File: src/rtl/mips_pkg.sv
// mips_pkg: shared encodings and pipeline-register layouts for the memory stage.
// Latency: n/a (types, constants and pure helper functions only).
// Backpressure: n/a.
package mips_pkg;

   // Access size encodings used by MemRead/MemWrite.
   localparam logic [1:0] MEM_NONE = 2'b00;
   localparam logic [1:0] MEM_BYTE = 2'b01;
   localparam logic [1:0] MEM_HALF = 2'b10;
   localparam logic [1:0] MEM_WORD = 2'b11;

   typedef enum logic {
      IDLE   = 1'b0,
      ACCESS = 1'b1
   } mem_state_t;

   // EX/MEM pipeline register. killed marks an instruction flushed while its
   // access was already in flight: the access finishes but writeback is dropped.
   typedef struct packed {
      logic        vld;
      logic        killed;
      logic        branch;
      logic        memtoreg;
      logic        regwrite;
      logic        zero;
      logic        overflow;
      logic [1:0]  memread;
      logic [1:0]  memwrite;
      logic [31:0] aluout;
      logic [31:0] busb;
      logic [4:0]  rd;
   } ex_mem_t;

   // MEM/WB pipeline register, fault flags travel with the entry.
   typedef struct packed {
      logic        vld;
      logic        memtoreg;
      logic        regwrite;
      logic        branch_taken;
      logic        adel;
      logic        ades;
      logic        buserr;
      logic        ovf;
      logic [4:0]  rd;
      logic [31:0] aluout;
      logic [31:0] memdata;
      logic [31:0] badvaddr;
   } mem_wb_t;

   function automatic logic [31:0] sext8(input logic [7:0] b);
      return {{24{b[7]}}, b};
   endfunction

   function automatic logic [31:0] sext16(input logic [15:0] h);
      return {{16{h[15]}}, h};
   endfunction

endpackage

File: src/rtl/mem_align.sv
// mem_align: little-endian byte-lane steering, byte enables, load extract and misalignment detect.
// Latency: purely combinational.
// Backpressure: none.
// Ports: addr_lo (low address bits), mem_read/mem_write (size codes), store_data, rdata in;
//        is_load, is_store, misaligned, be, wdata, load_data out.
module mem_align
   import mips_pkg::*;
(
   input  logic [1:0]  addr_lo,
   input  logic [1:0]  mem_read,
   input  logic [1:0]  mem_write,
   input  logic [31:0] store_data,
   input  logic [31:0] rdata,
   output logic        is_load,
   output logic        is_store,
   output logic        misaligned,
   output logic [3:0]  be,
   output logic [31:0] wdata,
   output logic [31:0] load_data
);

   logic [1:0]  size;
   logic [7:0]  ld_byte;
   logic [15:0] ld_half;

   always_comb begin
      // A nonzero MemRead wins; MemWrite is ignored for that instruction.
      is_load    = (mem_read != MEM_NONE);
      is_store   = !is_load && (mem_write != MEM_NONE);
      size       = is_load ? mem_read : mem_write;
      misaligned = 1'b0;
      be         = 4'b0000;
      wdata      = 32'h0;
      case (size)
         MEM_BYTE: begin
            be    = 4'b0001 << addr_lo;
            wdata = {4{store_data[7:0]}};
         end
         MEM_HALF: begin
            misaligned = addr_lo[0];
            be         = addr_lo[1] ? 4'b1100 : 4'b0011;
            wdata      = {2{store_data[15:0]}};
         end
         MEM_WORD: begin
            misaligned = (addr_lo != 2'b00);
            be         = 4'b1111;
            wdata      = store_data;
         end
         default: ;
      endcase
      // Loads only steer lanes; keep the write bus quiet.
      if (!is_store) begin
         wdata = 32'h0;
      end
   end

   always_comb begin
      ld_byte = 8'h0;
      case (addr_lo)
         2'd0:    ld_byte = rdata[7:0];
         2'd1:    ld_byte = rdata[15:8];
         2'd2:    ld_byte = rdata[23:16];
         default: ld_byte = rdata[31:24];
      endcase
      ld_half   = addr_lo[1] ? rdata[31:16] : rdata[15:0];
      load_data = 32'h0;
      case (size)
         MEM_BYTE: load_data = sext8(ld_byte);
         MEM_HALF: load_data = sext16(ld_half);
         MEM_WORD: load_data = rdata;
         default:  load_data = 32'h0;
      endcase
   end

endmodule

File: src/rtl/mem_stage.sv
// mem_stage: EX/MEM register, single-outstanding data-memory port, MEM/WB register.
// Latency: 1 cycle EX/MEM -> MEM/WB, plus one cycle per dm_ready wait cycle.
// Backpressure: stall_out holds execute and EX/MEM while a request waits; TIMEOUT waits -> bus error.
// Ports: clk, reset (async active-low); execute-side *_in and mem_flush; stall_out to execute;
//        dm_* request/ready memory port; MEM/WB outputs *_out with one-cycle fault flags and badvaddr_out.
module mem_stage
   import mips_pkg::*;
#(
   parameter int TIMEOUT = 16
) (
   input  logic        clk,
   input  logic        reset,
   input  logic        mem_flush,
   input  logic        Branch_in,
   input  logic        MemtoReg_in,
   input  logic        RegWrite_in,
   input  logic        zero_in,
   input  logic        overflow_in,
   input  logic [1:0]  MemRead_in,
   input  logic [1:0]  MemWrite_in,
   input  logic [31:0] Aluout_in,
   input  logic [31:0] busB_in,
   input  logic [4:0]  rd_in,
   output logic        stall_out,
   output logic        dm_req,
   output logic        dm_we,
   output logic [3:0]  dm_be,
   output logic [31:0] dm_addr,
   output logic [31:0] dm_wdata,
   input  logic        dm_ready,
   input  logic [31:0] dm_rdata,
   output logic        valid_out,
   output logic        MemtoReg_out,
   output logic        RegWrite_out,
   output logic [4:0]  rd_out,
   output logic [31:0] Aluout_out,
   output logic [31:0] memdata_out,
   output logic        branch_taken_out,
   output logic        adel_out,
   output logic        ades_out,
   output logic        buserr_out,
   output logic        ovf_out,
   output logic [31:0] badvaddr_out
);

   localparam int CW = $clog2(TIMEOUT + 1);
   // The cycle whose wait count reaches TIMEOUT gives up instead of stalling.
   localparam logic [CW-1:0] CNT_LAST = CW'(TIMEOUT - 1);

   ex_mem_t       ex_q, ex_d;
   mem_wb_t       wb_q, wb_d;
   mem_state_t    state_q, state_d;
   logic [CW-1:0] cnt_q, cnt_d;

   logic        is_load, is_store, misaligned;
   logic [3:0]  lane_be;
   logic [31:0] lane_wdata, load_data;
   logic        ovf_kill, mem_op, mem_go, timeout, adel, ades;

   mem_align u_align (
      .addr_lo    (ex_q.aluout[1:0]),
      .mem_read   (ex_q.memread),
      .mem_write  (ex_q.memwrite),
      .store_data (ex_q.busb),
      .rdata      (dm_rdata),
      .is_load    (is_load),
      .is_store   (is_store),
      .misaligned (misaligned),
      .be         (lane_be),
      .wdata      (lane_wdata),
      .load_data  (load_data)
   );

   // Arithmetic overflow on a writing instruction cancels both writeback and memory op.
   assign ovf_kill = ex_q.vld & ex_q.overflow & ex_q.regwrite;
   assign mem_op   = ex_q.vld & (is_load | is_store) & ~ovf_kill;
   assign mem_go   = mem_op & ~misaligned;
   assign adel     = mem_op & misaligned & is_load;
   assign ades     = mem_op & misaligned & is_store;

   // Request is a pure function of the held EX/MEM entry, so the address, lanes
   // and data stay constant for as long as the request is outstanding.
   assign dm_req   = mem_go;
   assign dm_we    = mem_go & is_store;
   assign dm_be    = mem_go ? lane_be    : 4'b0000;
   assign dm_addr  = mem_go ? ex_q.aluout : 32'h0;
   assign dm_wdata = mem_go ? lane_wdata : 32'h0;

   assign stall_out = mem_go & ~dm_ready & ~timeout;

   // Access FSM: only counts wait cycles; the request itself comes from EX/MEM.
   always_comb begin
      state_d = state_q;
      cnt_d   = cnt_q;
      timeout = 1'b0;
      case (state_q)
         IDLE: begin
            if (mem_go && !dm_ready) begin
               state_d = ACCESS;
               cnt_d   = CW'(1);
            end
         end
         ACCESS: begin
            if (dm_ready) begin
               state_d = IDLE;
               cnt_d   = '0;
            end else if (cnt_q == CNT_LAST) begin
               timeout = 1'b1;
               state_d = IDLE;
               cnt_d   = '0;
            end else begin
               cnt_d = cnt_q + CW'(1);
            end
         end
         default: begin
            state_d = IDLE;
            cnt_d   = '0;
         end
      endcase
   end

   always_ff @(posedge clk or negedge reset) begin
      if (!reset) begin
         state_q <= IDLE;
         cnt_q   <= '0;
      end else begin
         state_q <= state_d;
         cnt_q   <= cnt_d;
      end
   end

   // EX/MEM next value. A flush during a stall cannot cancel the access already
   // on the bus (stores are not cancellable), so it only marks the entry killed.
   always_comb begin
      ex_d = ex_q;
      if (!stall_out) begin
         if (mem_flush) begin
            ex_d = '0;
         end else begin
            ex_d.vld      = 1'b1;
            ex_d.killed   = 1'b0;
            ex_d.branch   = Branch_in;
            ex_d.memtoreg = MemtoReg_in;
            ex_d.regwrite = RegWrite_in;
            ex_d.zero     = zero_in;
            ex_d.overflow = overflow_in;
            ex_d.memread  = MemRead_in;
            ex_d.memwrite = MemWrite_in;
            ex_d.aluout   = Aluout_in;
            ex_d.busb     = busB_in;
            ex_d.rd       = rd_in;
         end
      end else if (mem_flush) begin
         ex_d.killed = 1'b1;
      end
   end

   // MEM/WB next value: a bubble while stalled, otherwise the finished entry.
   always_comb begin
      wb_d = '0;
      if (!stall_out) begin
         wb_d.vld          = ex_q.vld;
         wb_d.memtoreg     = ex_q.memtoreg;
         wb_d.regwrite     = ex_q.regwrite & ~(adel | ades | timeout | ovf_kill | ex_q.killed);
         wb_d.branch_taken = ex_q.branch & ex_q.zero & ~ex_q.killed;
         wb_d.adel         = adel;
         wb_d.ades         = ades;
         wb_d.buserr       = timeout;
         wb_d.ovf          = ovf_kill;
         wb_d.rd           = ex_q.rd;
         wb_d.aluout       = ex_q.aluout;
         wb_d.memdata      = (mem_go & is_load & dm_ready) ? load_data : 32'h0;
         wb_d.badvaddr     = (adel | ades | timeout) ? ex_q.aluout : 32'h0;
      end
   end

   always_ff @(posedge clk or negedge reset) begin
      if (!reset) begin
         ex_q <= '0;
         wb_q <= '0;
      end else begin
         ex_q <= ex_d;
         wb_q <= wb_d;
      end
   end

   assign valid_out        = wb_q.vld;
   assign MemtoReg_out     = wb_q.memtoreg;
   assign RegWrite_out     = wb_q.regwrite;
   assign rd_out           = wb_q.rd;
   assign Aluout_out       = wb_q.aluout;
   assign memdata_out      = wb_q.memdata;
   assign branch_taken_out = wb_q.branch_taken;
   assign adel_out         = wb_q.adel;
   assign ades_out         = wb_q.ades;
   assign buserr_out       = wb_q.buserr;
   assign ovf_out          = wb_q.ovf;
   assign badvaddr_out     = wb_q.badvaddr;

endmodule

File: config.mk
export PLATFORM = sky130hd
export DESIGN_NAME = mem_stage
export DESIGN_NICKNAME = d
export VERILOG_FILES = /design/src/rtl/mips_pkg.sv /design/src/rtl/mem_align.sv /design/src/rtl/mem_stage.sv
export SDC_FILE = /design/constraint.sdc
export NUM_CORES = 1
export LEC_CHECK = 0
export ABC_CLOCK_PERIOD_IN_PS = 3650
export CAP_MARGIN = 20
export CORE_AREA = 4 4 124 156
export DETAILED_ROUTE_END_ITERATION = 10
export DIE_AREA = 0 0 128 160
export PLACE_DENSITY = 0.84
export SETUP_SLACK_MARGIN = 0.5
export SLEW_MARGIN = 20
export SYNTH_ARGS = -nofsm -noshare
export SYNTH_HDL_FRONTEND = slang
export SYNTH_SLANG_ARGS = --single-unit
File: constraint.sdc
create_clock -name clk -period 3.65 [get_ports clk]
set_input_delay 0.73 -clock clk [delete_from_list [all_inputs] [get_ports clk]]
set_output_delay 0.73 -clock clk [all_outputs]
set_load 0.01 [all_outputs]
==> flow_summary_export.csv, run 1 <==
group,metric,value,unit
status,status,"completed",
clocking,hold_buffers,0,
synth,synth-edff-count,0,
routing,ant_nets,0,
setup_path,cp.arrival,2370,ps
timing,rsz0062_at_grt,"true",
synth,ys_types,54,
setup_path,reg2reg_depth,9,
power,p_switching,1.76,mW
synth,async_flop_share,100,%
routing,drt-total-wl,26400,µm
final_layout,layout_common_cells,"clkdlybuf4s50_1 (227), dfrtp_1 (192), and2_1 (69), nor2b_1 (67), nand2b_1 (45)",
power,clkPwrFrac,32.6,%
synth,yosysSeqAreaShare,55.4,%
job,maxCapViolations,0,
setup_path,crit_required,2920,ps
final_layout,final_common_cell,"clkdlybuf4s50_1",
floorplanning,die-area,20500,µm²
final_layout,n_antenna_cell,0,
floorplanning,die_w,128,µm
final_layout,final_cells,1338,
timing,whs,233,ps
place,dp_hpwl,18500,µm
timing,clock_skew,16.0,ps
place,placedInstanceArea,11900,µm²
floorplanning,num_rows,55,
setup_path,rr_startpoint,"ex_q[72]",
routing,top_layer,"met5",
clocking,clk_pin_slew,80,ps
global_route,grt-ovfl-total,0,
synth,dominantRegCellSynth,"dfrtp_1",
place,gp_congestion,0.803,
power,p_comb_share,24.7,%
global_route,grt_pass1_vias,7442,
place,port_buffers,293,
worst_hold_path,hold_path_class,"in2async",
setup_path,r2r-end,"ex_q[4]",
synth,postSynthCellCount,792,
clocking,clock_sinks,195,
floorplanning,start_util,49.2,%
global_route,grt_max_degree,76,
final_layout,stdcell_area,13000,µm²
setup_path,critPathKind,"reg2out",
timing,hold_violations,0,
routing,drt-pass1-iter-count,5,
power,switching_share,30.5,%
floorplanning,ios,294,
setup_path,startpoint,"ex_q[72]",
power,p_int,4.01,mW
routing,dr_wl_met2,13700,µm
power,p_leak,6.16,nW
final_layout,drive_above_1_share,15.7,%
routing,drt-initial-drc-count,466,
global_route,antenna_found_initial,1,
clocking,htree_levels,4,
power,vdd.ir_drop.worst,291,µV
timing,min_period,3100,ps
timing,maxSlewViolCount,0,
setup_path,path_max_fanout,7,
final_layout,fill_cells,1285,
clocking,clk_path_buf_depth,2,
routing,routedWlPerCell,19.7,µm
timing,max_clock_freq,323,MHz
routing,drt-vias-per-instance,5.35,
floorplanning,core_area,17900,µm²
power,p_per_area,444,nW/µm²
synth,yosys_warnings,0,
power,seqPwrFrac,42.7,%
timing,worst_pin_slew,935,ps
timing,fin_tns_setup,0,ps
routing,drcViolationCount,0,
clocking,cts_buffers,17,
clocking,clk-insertion-delay-late,440,ps
global_route,grt_pass1_wl,41500,µm
setup_path,r2r_slack,940,ps
floorplanning,die_h,160,µm
routing,via_count,7154,
place,placed_cells,1278,
clocking,cts_tree,"built",
final_layout,nets,1212,
final_layout,area_growth,47.2,%
timing,timing.final.crit_share,84.9,%
clocking,clock-root-buffer,"clkbuf_16",
synth,synth.cell_area,8810,µm²
synth,syn-num-nets,907,
synth,syn_avg_cell_area,11.1,µm²
timing,finalSetupViolations,0,
routing,wl_met3,2600,µm
timing,relSlewSlack,37.7,%
synth,ys_ff_latch,195,
setup_path,crit_path_end_kind,"output pin",
routing,wl_met1,9590,µm
setup_path,worst_setup_path_start_kind,"flip-flop",
global_route,gr-usage-all-layers,26.0,%
sequential cells by signal (all words and copies together), names as in the netlist:
| register | count |
|---|---|
| MemtoReg_out | 1 |
| ovf_out | 1 |
| Aluout_out | 32 |
| valid_out | 1 |
| ex_q | 80 |
| badvaddr_out | 32 |
| branch_taken_out | 1 |
| buserr_out | 1 |
| state_q | 1 |
| RegWrite_out | 1 |
| cnt_q | 5 |
| rd_out | 5 |
| adel_out | 1 |
| ades_out | 1 |
| memdata_out | 32 |
area by class of cell:
class / count / area (µm²) / area share (%)
tap: 228 / 285 / 2.20
inverter: 10 / 48.8 / 0.376
sequential: 195 / 4880 / 37.7
multi-input combinational: 529 / 3670 / 28.3
clock inverter: 15 / 184 / 1.42
timing repair buffer: 344 / 3470 / 26.8
clock buffer: 17 / 425 / 3.28
cell families (layout without fill, tap and decap cells):
logic type	count (synthesis)	in the layout	share of synthesized area, %
XOR/XNOR	2	2	0.199
buffers and inverters	68	386	3.98
flip-flops	195	195	55.4
AND/OR/NAND/NOR	328	328	21.1
multiplexers	52	52	8.28
adder cells (fa/ha/maj)	1	1	0.142
AO/OA/AOI/OAI	146	146	10.9
Yosys cell counts, types with 2 or more instances:
cell type	instances	share of area [%]
nand2b_1	45	3.2
nor2b_1	67	4.8
a21o_1	2	0.17
o21ai_0	44	2.5
clkbuf_2	3	0.17
a21oi_2	18	1.8
o21ai_1	3	0.17
a22oi_1	30	2.6
clkbuf_1	30	1.3
and4b_1	2	0.23
mux2_4	20	3.4
a31oi_1	4	0.28
or4_1	2	0.17
nor3_1	4	0.23
inv_1	9	0.38
mux2i_1	8	0.91
buf_4	2	0.17
mux4_2	7	1.8
nor2_1	42	1.8
buf_2	13	0.74
dfrtp_1	195	55
or2_2	2	0.14
a21oi_1	26	1.5
a2bb2oi_1	8	0.80
buf_6	9	1.2
and2_1	69	4.9
nand2_1	31	1.3
nor2_2	2	0.14
nor2b_4	2	0.31
o21a_1	2	0.17
and3_1	9	0.64
nand3_1	44	2.5
mux2_2	17	2.2
worst max-delay path, stage by stage (launching register included):
cell and delay [ps]:
dfrtp_2 440, buf_12 140, nand2b_4 160, a211oi_4 260, or2_4 220, a22oi_1 70, nor2_1 100, clkdlybuf4s50_1 540
metrics by stage:
| step | power, mW | utilization [%] | worst slack (ps) |
|---|---|---|---|
| after CTS | 5.78 | 71.6 | 417 |
| after global routing | 6.04 | 72.5 | 477 |
| after detailed placement | 3.80 | 66.7 | 498 |
| after global placement | 3.76 | 66.7 | 529 |
| after floorplan | 3.16 | - | 1240 |
| final | 5.76 | 72.5 | 552 |
per-layer routing:
metal | vias up | track usage, %
met5 | - | 0
met4 | 2 | 6.76
met3 | 40 | 9.80
met2 | 301 | 44.5
met1 | 3517 | 30.6
li1 | 3294 | -
worst max-delay path by stage:
stage	to	slack (ps)	depth (start not counted)
CTS	dm_addr[30]	420	9
detailed placement	dm_wdata[13]	500	7
floorplan	stall_out	1240	6
finish	dm_wdata[21]	550	7
global placement	stall_out	530	7
global route	dm_wdata[21]	480	7
power groups by stage:
stage / logic (mW) / registers, mW / clock network [mW]
final: 1.42 / 2.46 / 1.88
after global routing: 1.53 / 2.49 / 2.02
after CTS: 1.40 / 2.46 / 1.91
after detailed placement: 1.29 / 2.51 / 0
after global placement: 1.27 / 2.50 / 0
after floorplan: 0.654 / 2.50 / 0
timing repair:
item                                   CTS  global route
resized for setup                       59            30
setup endpoints to repair               62            28
endpoints found under the hold margin    0             0
gates cloned                             2             0
pin swaps                                3             3
buffers inserted                        19             7
Power figures use the tool's default switching activity.
==> run 2, diff against run 1 <==
- ABC_CLOCK_PERIOD_IN_PS: 3650 -> 3200
- CORE_AREA: 4 4 124 156 -> 4 4 129 162
- DIE_AREA: 0 0 128 160 -> 0 0 133 166
- PLACE_DENSITY: 0.84 -> 0.79
- clock period: 3.65 -> 3.2 ns (I/O delays scaled with it)
==> run 2 against run 1 <==
  * Die area is 7.8% higher
  * Critical path type unchanged
  * Largest power group unchanged
  * Worst hold slack got worse by 23 ps
  * Count of clock-buffer cells in the layout unchanged
  * Sequential power increased by 15%
==> flow_summary_export.csv, run 2 (synthesis results as in run 1) <==
group,metric,value,unit
final_layout,final_common_cell,"clkdlybuf4s50_1",
power,vdd.ir_drop.worst,376,µV
clocking,clock-root-buffer,"clkbuf_16",
timing,max_clock_freq,346,MHz
final_layout,n_antenna_cell,0,
worst_hold_path,hold_path_class,"in2async",
setup_path,crit_path_end_kind,"output pin",
clocking,htree_levels,4,
global_route,grt-ovfl-total,0,
timing,relSlewSlack,53.9,%
timing,rsz0062_at_grt,"true",
floorplanning,core_area,19300,µm²
timing,min_period,2890,ps
place,placedInstanceArea,12000,µm²
place,dp_hpwl,18800,µm
final_layout,layout_common_cells,"clkdlybuf4s50_1 (220), dfrtp_1 (192), nor2b_1 (67), and2_1 (54), buf_4 (49)",
setup_path,critPathKind,"reg2out",
final_layout,largest_register_ff_count,80,
routing,drt-pass1-iter-count,5,
routing,ant_nets,0,
job,maxCapViolations,0,
global_route,gr-usage-all-layers,24.9,%
final_layout,drive_above_1_share,28.8,%
routing,drt-vias-per-instance,5.23,
final_layout,stdcell_area,13500,µm²
timing,worst_pin_slew,690,ps
clocking,cts_tree,"built",
global_route,grt_pass1_vias,7627,
routing,routedWlPerCell,20.4,µm
timing,maxSlewViolCount,0,
place,gp_congestion,0.835,
clocking,clock_sinks,195,
clocking,cts_buffers,17,
floorplanning,ios,294,
final_layout,nets,1246,
routing,drt-total-wl,28700,µm
clocking,clk_pin_slew,80,ps
floorplanning,die-area,22100,µm²
routing,drcViolationCount,0,
setup_path,cp.arrival,2250,ps
place,port_buffers,293,
clocking,clk-insertion-delay-late,440,ps
timing,fin_tns_setup,0,ps
clocking,hold_buffers,0,
floorplanning,num_rows,57,
timing,fin_ws,309,ps
timing,finalSetupViolations,0,
timing,hold_violations,0,
floorplanning,die_h,166,µm
place,pre_cts_slack,198,ps
routing,via_count,7371,
setup_path,path_max_fanout,6,
routing,drt-initial-drc-count,399,
global_route,antenna_found_initial,2,
clocking,clk_path_buf_depth,2,
timing,clock_skew,12.4,ps
global_route,grt_pass1_wl,43200,µm
power,power,6.95,mW
final_layout,max_flop_register,"ex_q",
global_route,grt_max_degree,83,
floorplanning,start_util,45.6,%
final_layout,area_growth,53.8,%
setup_path,crit_required,2560,ps
power,p_per_area,513,nW/µm²
floorplanning,die_w,133,µm
setup_path,worst_setup_path_start_kind,"flip-flop",
status,status,"completed",
final_layout,final_util,70.1,%
power,p_leak,5.96,nW
timing,timing.final.crit_share,90.4,%
-- run 2: changes by cell type in the layout (fill, tap and decap cells not counted), sizes merged --
cell / before / now
clkdlybuf4s50: 227 / 220
clkinvlp: 2 / 3
clkdlybuf4s15: 0 / 4
dlygate4sd2: 40 / 3
bufinv: 0 / 1
clkbuf: 18 / 33
inv: 16 / 15
clkinv: 7 / 6
buf: 51 / 134
dlymetal6s2s: 24 / 0
-- run 2: cell type report --
cell class | count | area, µm²
flip-flops and latches | 195 | 4880
clock buffers | 17 | 425
fillers | 1440 | 5780
well taps | 265 | 332
inverters | 10 | 53.8
repair buffers | 378 | 3700
multi-input cells | 529 | 3960
clock inverters | 15 | 186
-- run 2: what timing repair did --
| item | 4_1_cts | 5_1_grt |
|---|---|---|
| endpoints found under the setup margin | 71 | 65 |
| pin swaps | 13 | 32 |
| buffers inserted | 34 | 17 |
| gates cloned | 3 | 6 |
| resized for setup | 253 | 150 |
-- run 2: final timing paths --
check | end | cells after the start | startpoint | slack [ps]
min in group clk | rd_out[0] | 1 | ex_q[0] | 490
min | badvaddr_out[20] | 1 | reset | 210
max in group asynchronous | ex_q[72] | 2 | reset | 2150
max | dm_wdata[16] | 9 | ex_q[72] | 310
max reg2reg | memdata_out[30] | 9 | ex_q[72] | 780
min reg2reg | rd_out[0] | 1 | ex_q[0] | 490
-- run 2: through the flow --
stage	hold slack, ps	std cells
after detailed placement	468	1317
after floorplan	344	792
after global routing	262	1409
after CTS	249	1386
after global placement	458	1317
final	211	1409
-- run 2: critical path: stages, from the launching register on --
cell and delay [ps]:
dfrtp_2 450, buf_6 150, nand2b_4 150, a211oi_4 320, or2_4 220, buf_6 110, buf_6 100, a22oi_2 50
nor2_1 130, buf_2 150
-- run 2: power breakdown --
group          switching [mW]  internal, mW  leakage (nW)  total [mW]
sequential              0.153          2.67          2.59        2.82
combinational           0.912          1.03          3.08        1.94
clock                    1.06          1.13         0.293        2.19
total                    2.13          4.82          5.96        6.95
-- run 2: layer usage --
metal	wire length, µm	track usage [%]	up-vias
met5	22	0	-
met4	775	8.59	4
met3	2610	9.64	58
met2	14700	41.8	312
met1	10600	29.1	3640
li1	-	-	3357
==> variant: new RTL, config.mk and constraints of run 1 <==
Remove the case item `MEM_BYTE` of the case on `size`.
--- a/src/rtl/mem_align.sv
+++ b/src/rtl/mem_align.sv
@@ -34,6 +34,2 @@
       case (size)
-         MEM_BYTE: begin
-            be    = 4'b0001 << addr_lo;
-            wdata = {4{store_data[7:0]}};
-         end
          MEM_HALF: begin
Function: changed (a bounded check fails within 4 cycles, from zero or initial values and one cycle with reset low).
==> variant against run 1 <==
  * Worst setup slack worse by 0.24 ns
  * Design area down 1.9%
  * Area after synthesis down 0.72%
  * Worst hold slack better by 0.12 ns
  * Total power down 1.9%
  * Critical path type unchanged
  * Routed wire length down 1.5%
  * Critical endpoint is now dm_addr[3]
  * First-iteration DRC count down 9.7%
  * Combinational power down 6%
  * Largest cell class unchanged
  * Maximum frequency down 7.2%
  * Sequential cell count unchanged
  * Clock skew down 0.0033 ns
  * Core utilization down 1.4 points
  * Count of clock-buffer cells in the layout up 1
==> variant: results (changes against run 1) <==
[metrics] via count: 6551 (was 7154)
[metrics] antenna violations before repair: 3 (was 1)
[metrics] Post-Synth Adder-Cell Area: 0.00143 (was 0.00142)
[metrics] leakage power figure: 6.12 nW (was 6.16 nW)
[metrics] wire length of the first global-routing pass: 37.9 mm (was 41.5 mm)
[metrics] syn nets: 822 (was 907)
[metrics] portion of the post-synthesis area used by sequential elements: 0.558 (was 0.554)
[metrics] HPWL reported at the end of detailed placement: 17.4 mm (was 18.5 mm)
[metrics] Yosys cell types: 42 (was 54)
[metrics] wire length reported by the detailed router: 26.0 mm (was 26.4 mm)
[metrics] outcome: completed (unchanged)
[metrics] count of yosys warnings during synthesis: 0 (unchanged)
[metrics] combined global-route utilization of all metal layers: 0.240 (was 0.260)
[metrics] vias in the first global route: 6752 (was 7442)
[metrics] instance count after placement with tap cells included: 1196 (was 1278)
[metrics] Layout Skew: 0.0127 ns (was 0.0160 ns)
[metrics] fraction of layout cells with a size suffix above 1: 0.207 (was 0.157)
[metrics] mean post-synth cell area: 12.4 sq um (was 11.1 sq um)
[metrics] complex-gate fraction of the synthesized area: 0.0631 (was 0.109)
[metrics] placed instance area: 11800 sq um (was 11900 sq um)
[metrics] number of nets in the layout: 1134 (was 1212)
[metrics] xor/xnor share of the synthesized area: 0 (was 0.00199)
[metrics] GP Congestion: 0.895 (was 0.803)
[metrics] non-filler cells in the finished layout: 1261 (was 1338)
[metrics] main area contributors after synthesis: sky130_fd_sc_hd__dfrtp_1 56%, sky130_fd_sc_hd__mux2_4 10%, sky130_fd_sc_hd__and2_1 8.7% (was sky130_fd_sc_hd__dfrtp_1 55%, sky130_fd_sc_hd__and2_1 4.9%, sky130_fd_sc_hd__nor2b_1 4.8%)
[metrics] mux cell area share after synthesis: 0.146 (was 0.0828)
[metrics] detailed router's first-iteration violation count: 421 (was 466)
[metrics] most instantiated cells after synthesis: 195 x sky130_fd_sc_hd__dfrtp_1, 122 x sky130_fd_sc_hd__and2_1, 79 x sky130_fd_sc_hd__nor2b_1 (was 195 x sky130_fd_sc_hd__dfrtp_1, 69 x sky130_fd_sc_hd__and2_1, 67 x sky130_fd_sc_hd__nor2b_1)
[variant: final cells by class]
class	count	area, sq um
Inverter	6	25.0
Tap cell	228	285
Clock buffer	18	439
Fill cell	1306	5170
Timing Repair Buffer	342	3350
Clock inverter	13	143
Antenna cell	2	5.00
Sequential cell	195	4880
Multi-Input combinational cell	457	3590
[variant: routing by layer]
| metal | global-route usage | part of all wire | vias up |
|---|---|---|---|
| met2 | 0.404 | 0.53 | 269 |
| met1 | 0.293 | 0.37 | 3244 |
| met4 | 0.110 | 0.039 | 2 |
| met5 | 0 | 0.00050 | - |
| met3 | 0.0539 | 0.065 | 60 |
| li1 | - | - | 2976 |
[variant: critical path, cell delays in order (launching register included)]
cell	delay [ns]
sky130_fd_sc_hd__dfrtp_2	0.47
sky130_fd_sc_hd__nor2b_4	0.17
sky130_fd_sc_hd__nor2_2	0.06
sky130_fd_sc_hd__or4_4	0.47
sky130_fd_sc_hd__nor3b_4	0.21
sky130_fd_sc_hd__buf_12	0.18
sky130_fd_sc_hd__and2_1	0.15
sky130_fd_sc_hd__clkdlybuf4s50_1	0.47
[variant: stage by stage]
step / worst slack [ns] / hold slack (ns)
global placement: 0.328 / 0.439
CTS: 0.311 / 0.369
floorplan: 0.999 / 0.422
detailed placement: 0.195 / 0.450
global route: 0.243 / 0.391
finish: 0.311 / 0.351
[variant: repair_timing]
action	4_1_cts	5_1_grt
pin swaps	2	1
resized for setup	49	84
gates cloned	0	5
buffers inserted	9	18
setup endpoints to repair	71	69
[variant: path summary, 6_finish.rpt]
path / from / to / slack (ns) / cells past startpoint
worst min-delay path: reset / Aluout_out[9]$_DFF_PN0_ / 0.35 / 1
worst max-delay path: ex_q[71]$_DFFE_PN0N_ / dm_addr[3] / 0.31 / 7
worst min register to register: ex_q[78]$_DFFE_PN0P_ / branch_taken_out$_DFF_PN0_ / 0.47 / 1
max in group asynchronous: reset / ex_q[19]$_DFFE_PN0N_ / 2.48 / 2
min in group clk: ex_q[78]$_DFFE_PN0P_ / branch_taken_out$_DFF_PN0_ / 0.47 / 1
worst max register to register: ex_q[71]$_DFFE_PN0N_ / ex_q[33]$_DFFE_PN0N_ / 0.97 / 8
[variant: cells by family (layout without fill, tap and decap cells)]
logic type | count (synthesis) | in the layout
adder cells (fa/ha/maj) | 1 | 1
other | 0 | 2
AND/OR/NAND/NOR | 282 | 283
AO/OA/AOI/OAI | 86 | 86
flip-flops | 195 | 195
buffers and inverters | 56 | 379
multiplexers | 87 | 87
[variant: power breakdown]
| group | internal [mW] | switching [mW] | total (mW) |
|---|---|---|---|
| clock network | 0.983 | 0.870 | 1.85 |
| logic | 0.725 | 0.603 | 1.33 |
| registers | 2.35 | 0.129 | 2.48 |
| total | 4.05 | 1.60 | 5.66 |
